==> config.mk <==
export PLATFORM = sky130hd
export DESIGN_NAME = hex_scroll_display_flat
export DESIGN_NICKNAME = d
export VERILOG_FILES = /design/src/rtl/hex_scroll_display_if.sv /design/src/rtl/hex_scroll_display.sv /design/src/flat_wrapper.sv
export SDC_FILE = /design/constraint.sdc
export NUM_CORES = 1
export LEC_CHECK = 0
export CORE_ASPECT_RATIO = 0.9
export CORE_MARGIN = 2
export CORE_UTILIZATION = 40
export DETAILED_ROUTE_END_ITERATION = 7
export GPL_ROUTABILITY_DRIVEN = 0
export SLEW_MARGIN = 20
export SYNTH_ARGS = -nofsm -noshare
export SYNTH_HDL_FRONTEND = slang
export SYNTH_SLANG_ARGS = --single-unit
==> constraint.sdc <==
create_clock -name CLOCK_50 -period 4.9 [get_ports CLOCK_50]
set_clock_uncertainty 0.1 [all_clocks]
set_input_delay 0.49 -clock CLOCK_50 [delete_from_list [all_inputs] [get_ports CLOCK_50]]
set_output_delay 0.49 -clock CLOCK_50 [all_outputs]
set_load 0.05 [all_outputs]
==> src/rtl/hex_scroll_display_if.sv <==
// Bus between the switch/KEY conditioning logic and the scrolling HEX display:
// message load/scroll controls in, segment drive and window offset out.
interface hex_scroll_display_if #(
    parameter int unsigned NUM_DISP = 6,
    parameter int unsigned MSG_LEN  = 8
);
    localparam int unsigned CHAR_W = 3;
    localparam int unsigned SEG_W  = 7;
    localparam int unsigned POS_W  = (MSG_LEN > 1) ? $clog2(MSG_LEN) : 1;

    logic [CHAR_W*MSG_LEN-1:0] msg;
    logic                      load;
    logic                      enable;
    logic                      dir;
    logic                      step;
    logic [SEG_W*NUM_DISP-1:0] hex;
    logic [POS_W-1:0]          pos;

    modport master (
        output msg, load, enable, dir, step,
        input  hex, pos
    );

    modport slave (
        input  msg, load, enable, dir, step,
        output hex, pos
    );
endinterface

==> src/rtl/hex_scroll_display.sv <==
// Scrolls a NUM_DISP-wide window across a MSG_LEN-character message on the
// 7-segment displays, with auto-scroll tick, single step, pause and reload.
module hex_scroll_display #(
    parameter int unsigned NUM_DISP = 6,
    parameter int unsigned MSG_LEN  = 8,
    parameter int unsigned TICK_DIV = 50000000
) (
    input  logic                CLOCK_50,
    input  logic                reset,
    hex_scroll_display_if.slave bus
);
    localparam int unsigned CHAR_W = 3;
    localparam int unsigned SEG_W  = 7;
    localparam int unsigned POS_W  = (MSG_LEN > 1) ? $clog2(MSG_LEN) : 1;
    localparam int unsigned CNT_W  = (TICK_DIV > 1) ? $clog2(TICK_DIV) : 1;
    localparam int unsigned SUM_W  = POS_W + 4;

    localparam logic [CHAR_W-1:0] CHAR_BLANK = CHAR_W'(4);
    localparam logic [POS_W-1:0]  POS_LAST   = POS_W'(MSG_LEN - 1);
    localparam logic [CNT_W-1:0]  CNT_LAST   = CNT_W'(TICK_DIV - 1);

    generate
        if (NUM_DISP < 1 || NUM_DISP > 8) begin : g_bad_num_disp
            $error("hex_scroll_display: NUM_DISP must be in 1..8");
        end
        if (MSG_LEN < 2 || MSG_LEN > 16) begin : g_bad_msg_len
            $error("hex_scroll_display: MSG_LEN must be in 2..16");
        end
        if (TICK_DIV < 2) begin : g_bad_tick_div
            $error("hex_scroll_display: TICK_DIV must be at least 2");
        end
    endgenerate

    // Character code to active-low segment pattern; codes 4..7 are blank.
    function automatic logic [SEG_W-1:0] seg_decode(input logic [CHAR_W-1:0] c);
        logic [SEG_W-1:0] seg;
        case (c)
            CHAR_W'(0): seg = 7'h21;
            CHAR_W'(1): seg = 7'h06;
            CHAR_W'(2): seg = 7'h79;
            CHAR_W'(3): seg = 7'h40;
            default:    seg = 7'h7F;
        endcase
        return seg;
    endfunction

    logic [CHAR_W-1:0]         buf_q [MSG_LEN];
    logic [POS_W-1:0]          offset_q;
    logic [CNT_W-1:0]          cnt_q;
    logic [SEG_W*NUM_DISP-1:0] hex_q;

    logic                      tick;
    logic                      advance;
    logic [POS_W-1:0]          offset_step;
    logic [SUM_W-1:0]          win_sum;
    logic [POS_W-1:0]          win_idx;
    logic [SEG_W*NUM_DISP-1:0] hex_next;

    assign tick    = (cnt_q == CNT_LAST);
    // A tick and a step landing together still move the window only once.
    assign advance = (tick & bus.enable) | bus.step;

    // One position left or right, wrapping at both ends of the message.
    always_comb begin : offset_next
        offset_step = offset_q;
        if (bus.dir) begin
            offset_step = (offset_q == '0) ? POS_LAST : offset_q - POS_W'(1);
        end else begin
            offset_step = (offset_q == POS_LAST) ? '0 : offset_q + POS_W'(1);
        end
    end

    // Display k shows buffer[(offset + NUM_DISP-1-k) mod MSG_LEN]; leftmost is buffer[offset].
    always_comb begin : window_map
        hex_next = '1;
        win_sum  = '0;
        win_idx  = '0;
        for (int unsigned k = 0; k < NUM_DISP; k++) begin
            win_sum = SUM_W'(offset_q) + SUM_W'(NUM_DISP - 1 - k);
            win_idx = POS_W'(win_sum % SUM_W'(MSG_LEN));
            hex_next[SEG_W*k +: SEG_W] = seg_decode(buf_q[win_idx]);
        end
    end

    // Scroll tick divider; frozen while paused, restarted by a load.
    always_ff @(posedge CLOCK_50 or posedge reset) begin
        if (reset) begin
            cnt_q <= '0;
        end else if (bus.load) begin
            cnt_q <= '0;
        end else if (bus.enable) begin
            cnt_q <= tick ? '0 : cnt_q + CNT_W'(1);
        end
    end

    // Message buffer and window offset; load has priority over any advance.
    always_ff @(posedge CLOCK_50 or posedge reset) begin
        if (reset) begin
            for (int unsigned i = 0; i < MSG_LEN; i++) begin
                buf_q[i] <= CHAR_BLANK;
            end
            offset_q <= '0;
        end else if (bus.load) begin
            for (int unsigned i = 0; i < MSG_LEN; i++) begin
                buf_q[i] <= bus.msg[CHAR_W*i +: CHAR_W];
            end
            offset_q <= '0;
        end else if (advance) begin
            offset_q <= offset_step;
        end
    end

    // Segment drive is registered one cycle behind the offset.
    always_ff @(posedge CLOCK_50 or posedge reset) begin
        if (reset) begin
            hex_q <= '1;
        end else begin
            hex_q <= hex_next;
        end
    end

    assign bus.hex = hex_q;
    assign bus.pos = offset_q;
endmodule
==> src/flat_wrapper.sv <==
// flat-port wrapper written by rule: the top's interface ports become plain ports
module hex_scroll_display_flat 
#(
    parameter int unsigned NUM_DISP = 6,
    parameter int unsigned MSG_LEN  = 8,
    parameter int unsigned TICK_DIV = 50000000
)
  (CLOCK_50, reset, bus_msg, bus_load, bus_enable, bus_dir, bus_step, bus_hex, bus_pos);
  hex_scroll_display_if #(.NUM_DISP(NUM_DISP), .MSG_LEN(MSG_LEN)) bus_i ();
  input  logic CLOCK_50;
  input  logic reset;
  input wire logic [$bits(bus_i.msg)-1:0] bus_msg;
  input wire logic [$bits(bus_i.load)-1:0] bus_load;
  input wire logic [$bits(bus_i.enable)-1:0] bus_enable;
  input wire logic [$bits(bus_i.dir)-1:0] bus_dir;
  input wire logic [$bits(bus_i.step)-1:0] bus_step;
  output wire logic [$bits(bus_i.hex)-1:0] bus_hex;
  output wire logic [$bits(bus_i.pos)-1:0] bus_pos;
  assign bus_i.msg = bus_msg;
  assign bus_i.load = bus_load;
  assign bus_i.enable = bus_enable;
  assign bus_i.dir = bus_dir;
  assign bus_i.step = bus_step;
  assign bus_hex = bus_i.hex;
  assign bus_pos = bus_i.pos;
  hex_scroll_display #(.NUM_DISP(NUM_DISP), .MSG_LEN(MSG_LEN), .TICK_DIV(TICK_DIV)) u_core (.CLOCK_50(CLOCK_50), .reset(reset), .bus(bus_i));
endmodule
==> flow_metrics.tcl <==
set metrics [dict create \
    status "completed" \
    n_antenna_cell 0 \
    max_slew_margin_pct 41.7 \
    fin_nets 463 \
    clock.fmax_mhz 337 \
    finalSetupViolations 0 \
    wl_per_cell_um 17.3 \
    cts_resized 0 \
    reg2reg_to "u_core.bus.hex[16]" \
    place_area_um2 5070 \
    drc 0 \
    crit_fanout 16 \
    cp-startpoint "u_core.bus.pos[1]" \
    endpoint_kind "flip-flop" \
    drive_gt1_share_pct 27.1 \
    rows 36 \
    synth-seq-cells 77 \
    hold_violations 0 \
    r2r_slack_ns 1.93 \
    area_growth_pct 23.4 \
    ant_nets 0 \
    coreArea_um2 10700 \
    tightest_slew_ns 0.865 \
    clockBufferDepth 2 \
    rr_worst_depth 6 \
    finalSetupTns_ns 0 \
    hp-class "flip-flop to flip-flop" \
    synth-edff-count 0 \
    initial_core_util_pct 40.6 \
    irDropWorstVdd_uv 194 \
    power_density_nw_per_um2 446 \
    cp.arrival_ns 3.11 \
    period_minus_slack_ns 2.97 \
    crit_path_start_kind "flip-flop" \
    antenna_found_initial 0 \
    ys_top_cells_by_count "dfrtp_1, nand2_1, dfstp_2" \
    totalWireLength_um 9750 \
    cts_root_buf "clkbuf_16" \
    crit_required_ns 5.04 \
    clk_pin_slew_ns 0.06 \
    ys_warn_count 0 \
    grt_pass1_wl_um 16300 \
    postCtsHoldBufs 0 \
    insertion_delay_ns 0.33 \
    holdPathStages 1 \
    chipHeight_um 103 \
    dp_hpwl_um 7080 \
    timing.rr.start "u_core.bus.pos[1]" \
    vias_per_cell 5.63 \
    clkSinkCount 77 \
    synth_largest_area_cell "dfrtp_1" \
    netlist_top_cells_area "dfrtp_1, dfstp_2, mux4_2, mux2_2, buf_4" \
    vias 3180 \
    synth_top_area_share_pct 25.9 \
    grt_pass1_vias 3015 \
    final_area_um2 5370 \
    timing.hold.ws_ns 0.465 \
    synth_fp_nets 411 \
    grt-ovfl-total 0 \
    drt_pre_antenna_iters 4 \
    cts_buffers 9 \
    total_leakage_power_uw 0.00206 \
    dieArea_um2 11700 \
    seq_area_frac_synth_pct 45.2 \
    min_from "u_core.cnt_q[23]" \
    whs_endpoint "u_core.cnt_q[23]" \
    ys_async_sr_fraction_pct 100 \
    timing_worst_setup_path_type "flip-flop to flip-flop" \
    yosysMostFrequentCell "dfrtp_1" \
    cts_tree "built" \
    netlist_instances 375 \
    htree_num_levels 3 \
    grt_max_degree 55 \
    drt_iter0_drc 204 \
    avgSynthCellArea_um2 11.6 \
    fin_crit_sh_pct 60.5 \
    die_w_um 114 \
    maxCapViolations 0 \
    top_level_ports 75 \
    rsz0062_at_grt "false" \
    io_buffers 74 \
    syn_area_um2 4350 \
    postCtsSetupBuffers 0 \
    ys_types 48 \
    maxSlewViolCount 0 \
    track_usage_pct 17.6 \
    ys.flop_type "dfrtp_1" \
]
==> area by class of cell <==
class,count,area (um^2)
clock buffer,10,239
clock inverter,6,62.6
fill,1012,5350
inverter,12,47.5
multi-input combinational,250,2130
sequential,77,1970
tap,133,166
timing repair buffer,77,758
==> state kept, by name (all words and copies together), names as in the netlist <==
register	count
u_core.cnt_q	26
u_core.buf_q	24
u_core.bus.pos	3
u_core.bus.hex	24
==> power breakdown <==
| group | leakage (uW) | total [uW] | internal [uW] | switching [uW] |
|---|---|---|---|---|
| sequential | 0.000926 | 833 | 764 | 68.4 |
| combinational | 0.000993 | 892 | 327 | 565 |
| clock | 0.000140 | 668 | 406 | 262 |
==> per-stage QoR <==
stage	setup slack [ns]	util, %	std cells	power (uW)
finish	1.93	50.1	565	2390
global route	1.59	50.1	565	2500
global placement	2.01	47.3	549	1730
floorplan	1.16	-	375	1510
CTS	1.88	50.1	565	2410
detailed placement	1.88	47.3	549	1740
==> kinds of logic after synthesis <==
group / after synthesis / share of synthesized area, %
muxes: 67 / 23.2
and+or+nand+nor: 119 / 14.3
buffers and inverters: 48 / 5.86
AOI/OAI and AO/OA: 45 / 7.16
adders and majority gates: 6 / 1.72
xor gates and xnor gates: 13 / 2.62
DFF: 77 / 45.2
==> worst max path at each step <==
stage                                     to  slack, ns  cells past startpoint
after global placement    u_core.bus.hex[16]       2.01                      6
after floorplan           u_core.bus.hex[16]       1.16                      9
after global routing      u_core.bus.hex[16]       1.59                      6
final                     u_core.bus.hex[16]       1.93                      6
after detailed placement  u_core.bus.hex[16]       1.88                      6
after CTS                 u_core.bus.hex[16]       1.88                      6
==> worst max-delay path, stage by stage, from the launching register on <==
cell     delay [ns]
dfrtp_1        0.84
inv_1          0.16
ha_1           0.27
xor2_1         0.51
mux4_2         0.58
mux2i_1        0.28
o21ai_0        0.15
==> layout by cell type, fill, tap and decap left out, types with 5 or more instances in the layout <==
cell / instances
clkdlybuf4s50_1: 73
dfrtp_1: 45
nand2_1: 35
dfstp_2: 32
mux2_2: 31
mux4_2: 24
nor2_1: 20
nand3_1: 13
o21ai_0: 12
mux2i_1: 12
inv_1: 11
a21oi_1: 11
nor4_1: 9
clkbuf_16: 9
xor2_1: 8
nor3_1: 8
nand4_1: 6
ha_1: 6
and3_1: 5
a31o_2: 5
xnor2_1: 5
==> metal layers <==
metal	routed length (um)	up-vias	global-route usage (%)
met5	0	-	0
met4	114	0	5.35
met3	420	11	3.12
met2	4320	84	24.7
met1	4900	1613	27.7
li1	-	1472	-
Note: power is estimated with default switching activity, not from simulation.
